`src/rtl/mul_sequencer_if.sv`:
```
// Operand/result handshake bundle for mul_sequencer: start/operands in, ready/busy/done/product out.
interface mul_sequencer_if #(
  parameter int unsigned N = 8
);
  logic             start;
  logic             signed_mode;
  logic [N-1:0]     multiplicand;
  logic [N-1:0]     multiplier;
  logic             ready;
  logic             busy;
  logic             done;
  logic [2*N-1:0]   product;

  modport master (
    output start, signed_mode, multiplicand, multiplier,
    input  ready, busy, done, product
  );

  modport slave (
    input  start, signed_mode, multiplicand, multiplier,
    output ready, busy, done, product
  );
endinterface

```
`src/rtl/mul_sequencer.sv`:
```
// N-bit shift-and-add multiplier with IDLE/RUN/DONE sequencer; one add/shift step per clock.
// Define MUL_SIGNED_EN to honour signed_mode (two's-complement operands); otherwise all operations are unsigned.
module mul_sequencer #(
  parameter int unsigned N = 8
) (
  input  logic          clock,
  input  logic          nreset,
  mul_sequencer_if.slave bus
);
  localparam int unsigned CW = (N > 1) ? $clog2(N) : 1;
  localparam logic [CW-1:0] CNT_LOAD = CW'(N - 1);

  typedef enum logic [1:0] {
    IDLE = 2'd0,
    RUN  = 2'd1,
    DONE = 2'd2
  } state_t;

  state_t          state, state_nxt;
  logic [N:0]      a;
  logic [N-1:0]    q;
  logic [N-1:0]    m;
  logic [CW-1:0]   cnt;
  logic            done_flag;
  logic [2*N-1:0]  product;
`ifdef MUL_SIGNED_EN
  logic            sgn;
`endif

  logic [N:0]      e, s, a_nxt;
  logic [N-1:0]    q_nxt;
  logic            fill;
  logic            last_step;

  assign last_step = (cnt == '0);

  always_ff @(posedge clock or negedge nreset) begin
    if (!nreset) state <= IDLE;
    else         state <= state_nxt;
  end

  always_comb begin
    state_nxt = IDLE;
    bus.ready = 1'b0;
    bus.busy  = 1'b0;
    case (state)
      IDLE, DONE: begin
        bus.ready = 1'b1;
        state_nxt = bus.start ? RUN : state;
      end
      RUN: begin
        bus.busy  = 1'b1;
        state_nxt = last_step ? DONE : RUN;
      end
      default: state_nxt = IDLE;
    endcase
  end

  // One step: optional add (subtract on the signed final step, which weights the sign bit negatively),
  // then shift {S,Q} right with the sign of S refilled only for signed operation.
  always_comb begin
    e    = {1'b0, m};
    s    = a;
    fill = 1'b0;
`ifdef MUL_SIGNED_EN
    if (sgn) e = {m[N-1], m};
    if (q[0]) s = (sgn && last_step) ? (a - e) : (a + e);
    fill = sgn & s[N];
`else
    if (q[0]) s = a + e;
`endif
    a_nxt = {fill, s[N:1]};
    q_nxt = {s[0], q[N-1:1]};
  end

  always_ff @(posedge clock or negedge nreset) begin
    if (!nreset) begin
      a         <= '0;
      q         <= '0;
      m         <= '0;
      cnt       <= '0;
      done_flag <= 1'b0;
      product   <= '0;
`ifdef MUL_SIGNED_EN
      sgn       <= 1'b0;
`endif
    end else begin
      done_flag <= 1'b0;
      case (state)
        IDLE, DONE: begin
          if (bus.start) begin
            a   <= '0;
            q   <= bus.multiplier;
            m   <= bus.multiplicand;
            cnt <= CNT_LOAD;
`ifdef MUL_SIGNED_EN
            sgn <= bus.signed_mode;
`endif
          end
        end
        RUN: begin
          a   <= a_nxt;
          q   <= q_nxt;
          cnt <= cnt - CW'(1);
          if (last_step) begin
            product   <= {a_nxt[N-1:0], q_nxt};
            done_flag <= 1'b1;
          end
        end
        default: ;
      endcase
    end
  end

  assign bus.done    = done_flag;
  assign bus.product = product;
endmodule

```
`src/flat_wrapper.sv`:
```
// flat-port wrapper written by rule: the top's interface ports become plain ports
module mul_sequencer_flat 
#(
  parameter int unsigned N = 8
)
  (clock, nreset, bus_start, bus_signed_mode, bus_multiplicand, bus_multiplier, bus_ready, bus_busy, bus_done, bus_product);
  mul_sequencer_if #(.N(N)) bus_i ();
  input  logic clock;
  input  logic nreset;
  input wire logic [$bits(bus_i.start)-1:0] bus_start;
  input wire logic [$bits(bus_i.signed_mode)-1:0] bus_signed_mode;
  input wire logic [$bits(bus_i.multiplicand)-1:0] bus_multiplicand;
  input wire logic [$bits(bus_i.multiplier)-1:0] bus_multiplier;
  output wire logic [$bits(bus_i.ready)-1:0] bus_ready;
  output wire logic [$bits(bus_i.busy)-1:0] bus_busy;
  output wire logic [$bits(bus_i.done)-1:0] bus_done;
  output wire logic [$bits(bus_i.product)-1:0] bus_product;
  assign bus_i.start = bus_start;
  assign bus_i.signed_mode = bus_signed_mode;
  assign bus_i.multiplicand = bus_multiplicand;
  assign bus_i.multiplier = bus_multiplier;
  assign bus_ready = bus_i.ready;
  assign bus_busy = bus_i.busy;
  assign bus_done = bus_i.done;
  assign bus_product = bus_i.product;
  mul_sequencer #(.N(N)) u_core (.clock(clock), .nreset(nreset), .bus(bus_i));
endmodule
```
`config.mk`:
```
export PLATFORM = sky130hd
export DESIGN_NAME = mul_sequencer_flat
export DESIGN_NICKNAME = d
export VERILOG_FILES = /design/src/rtl/mul_sequencer_if.sv /design/src/rtl/mul_sequencer.sv /design/src/flat_wrapper.sv
export SDC_FILE = /design/constraint.sdc
export NUM_CORES = 1
export LEC_CHECK = 0
export CAP_MARGIN = 40
export CORE_MARGIN = 10
export CORE_UTILIZATION = 51
export CTS_CLUSTER_SIZE = 8
export DETAILED_ROUTE_END_ITERATION = 8
export GPL_TIMING_DRIVEN = 0
export PLACE_DENSITY = 0.78
export REMOVE_ABC_BUFFERS = 1
export SLEW_MARGIN = 20
export SYNTH_ARGS = -nofsm -noshare
export SYNTH_HDL_FRONTEND = slang
export SYNTH_SLANG_ARGS = --single-unit
```
`constraint.sdc`:
```
create_clock -name clock -period 2.2 [get_ports clock]
set_input_delay 0.55 -clock clock [delete_from_list [all_inputs] [get_ports clock]]
set_output_delay 0.55 -clock clock [all_outputs]
set_load 0.1 [all_outputs]
```
==> reports/qor.tcl <==
set qor(final.hold.worst_slack_ps) 181.0
set qor(placedInstanceArea_mm2) 0.002869
set qor(cp_launch_point) {u_core.state[0]}
set qor(busiest_layer) {met2}
set qor(initial_util) 0.5344
set qor(critPathCaptureType) {primary output}
set qor(routed_wire_length_per_instance_um) 14.76
set qor(cp_data_required_time_ps) 1650
set qor(yosysSeqAreaShare) 0.5309
set qor(grt_use_total) 0.1433
set qor(run_status) {completed}
set qor(placementRows) 23
set qor(min_period_ps) 2124
set qor(totalWireLength_mm) 5.018
set qor(tns_ps) 0
set qor(first_pass_grt_wire_length_mm) 8.625
set qor(flow.area_growth_from_synthesis_pct) 37.39
set qor(clock-skew-final_ps) 11.09
set qor(synthesized_instance_count) 236
set qor(dp_slack_ps) -394.4
set qor(drive_above_1_share) 0.1276
set qor(hold_class) {in2async}
set qor(critical_path_peak_fanout) 3
set qor(clock_sinks) 46
set qor(cts.repair_timing.setup_buffer_count) 0
set qor(clk_transition_reported_paths_ps) 90
set qor(path_class) {reg2out}
set qor(postRouteAntennaNets) 0
set qor(finalMaxSlewViolations) 0
set qor(globalRouteMet2Util) 0.2432
set qor(floorplan.io_pins) 39
set qor(met1_usage) 0.1678
set qor(max-slew-margin-rel) 0.4902
set qor(stdcell_area_mm2) 0.002979
set qor(cp_cell_sequence) {inv_1 > clkdlybuf4s50_1 > buf_8}
set qor(cts-root-buf) {clkbuf_8}
set qor(diodes) 0
set qor(critical_path_arrival_ps) 1570
set qor(multi_input_logic_area_um2) 972.2
set qor(remaining_drc_errors) 0
set qor(grt_antenna_before_repair) 0
set qor(clk_path_buf_depth) 2
set qor(grt_start_max_net_pins) 29
set qor(post-synth-top-area-fraction) 0.5309
set qor(report.final.hold_viol_count) 0
set qor(yosys_warnings) 0
set qor(ys_top_cells_by_count) {nand2_1 (77), dfrtp_1 (46), o21ai_0 (23)}
set qor(drtPass1Iterations) 4
set qor(ctsHtreeMaxLevel) 2
set qor(groute.layer.met3.usage) 0.04493
set qor(fin_crit_sh) 0.9654
set qor(post_synth_instance_area_mm2) 0.002168
set qor(gp_congestion) 0.7526
set qor(timing_worst_slew_pin_value_ps) 762.8
set qor(crit_slowest_cell) {clkdlybuf4s50_1}
set qor(design.final.nets) 320
set qor(nFillCells) 293
set qor(synth.ff_latch_count) 46
set qor(synth_area_leader_cell) {dfrtp_1}
set qor(final.setup.worst_slack_ps) 76.15
set qor(chipWidth_um) 85.21
set qor(cts-buffers-inserted) 5
set qor(first_global_vias) 1862
set qor(rsz_0062_raised_after_global_routing) {false}
set qor(ys_types) 27
set qor(synth_area_per_cell_um2) 9.188
set qor(ys_async_sr_fraction) 1.000
set qor(ys_dominant_reg_cell) {dfrtp_1}
set qor(routed-via-count) 1791
set qor(synth_most_common_cell) {nand2_1}
set qor(critical_path.max_stage_delay_ps) 520
set qor(io_buffer_count) 37
set qor(max_freq_ghz) 0.4708
set qor(tritoncts) {yes}
set qor(max_cap_violations) 0
set qor(rr_startpoint) {u_core.m[0]}
set qor(ff_latch_area_mm2) 0.001152
set qor(die_height_um) 85.21
set qor(synth-edff-count) 0
set qor(setup.worst_path.start_class) {flop}
set qor(vias_per_cell) 5.268
set qor(grt_remaining_overflow) 0
set qor(floorplan.die_area_mm2) 0.007260
set qor(drt_iter0_markers) 159
set qor(insertion_delay_ps) 300
set qor(finalSetupViolations) 0
set qor(synth.top_cells.by_area) {dfrtp_1 (53%), nand2_1 (13%), ha_1 (5.8%)}
set qor(post-dp-hpwl_mm) 3.649
set qor(core_region_area_mm2) 0.004058
## per-stage QoR
step,std cells,util
floorplan,225,-
global placement,312,0.6297
detailed placement,333,0.7071
CTS,340,0.7314
global route,340,0.7342
finish,340,0.7342
## layout make-up
type | count | area share
clock inverter | 2 | 0.004200
sequential | 46 | 0.3868
tap | 50 | 0.02100
inverter | 5 | 0.006720
multi-input combinational | 174 | 0.3263
clock buffer | 6 | 0.02772
timing repair buffer | 57 | 0.2272
## layer usage
metal | up-vias | wire length [um]
met5 | - | 0
met1 | 847 | 2177
li1 | 895 | -
met3 | 2 | 302
met4 | 0 | 8
met2 | 47 | 2530
## cell families after synthesis
family	Yosys count	synth area share
muxes	6	0.02770
xor gates and xnor gates	4	0.01616
DFF	46	0.5309
AOI/OAI and AO/OA	46	0.1241
adders and majority gates	11	0.06694
buffers and inverters	16	0.03001
and+or+nand+nor	107	0.2043
## cells in the final DEF, fill, tap and decap left out, types with 3 or more instances in the layout
cell             count
xnor2_1              3
nand2_1             77
clkdlybuf4s50_1     35
nor2b_1              4
a31oi_1              9
buf_8               18
ha_1                10
nor2_1               9
inv_1                3
clkbuf_8             6
mux2i_1              6
o21ai_0             22
a21oi_1              6
dfrtp_1             45
nand3_1             10
## registers in the layout, indices dropped and copies added (netlist names)
signal              flops
u_core.cnt              3
u_core.state            2
u_core.bus.product     16
u_core.a                8
u_core.m                8
u_core.bus.done         1
u_core.q                8
## final timing paths
kind	end	slack, ps	depth (start not counted)
setup / recovery	bus_ready	80	3
hold / removal	u_core.cnt[2]	180	1
setup reg to reg	u_core.bus.product[13]	140	7
hold reg to reg	u_core.bus.product[1]	480	2
max in group asynchronous	u_core.m[6]	1510	2
min in group clock	u_core.bus.product[1]	480	2
## worst max-delay path, delay by kind of cell (launching register included)
| family | cells | cell delay, ps |
|---|---|---|
| DFF | 1 | 450 |
| buffers and inverters | 3 | 820 |
## repair_timing
item / CTS / global route
gates cloned: 0 / 0
gates resized for setup: 4 / 4
hold buffers: 0 / 0
setup endpoints to repair: 10 / 10
Power is left out: the tool's default activity adds up to more than one toggle a clock period on the data nets, which glitch-free logic cannot reach.
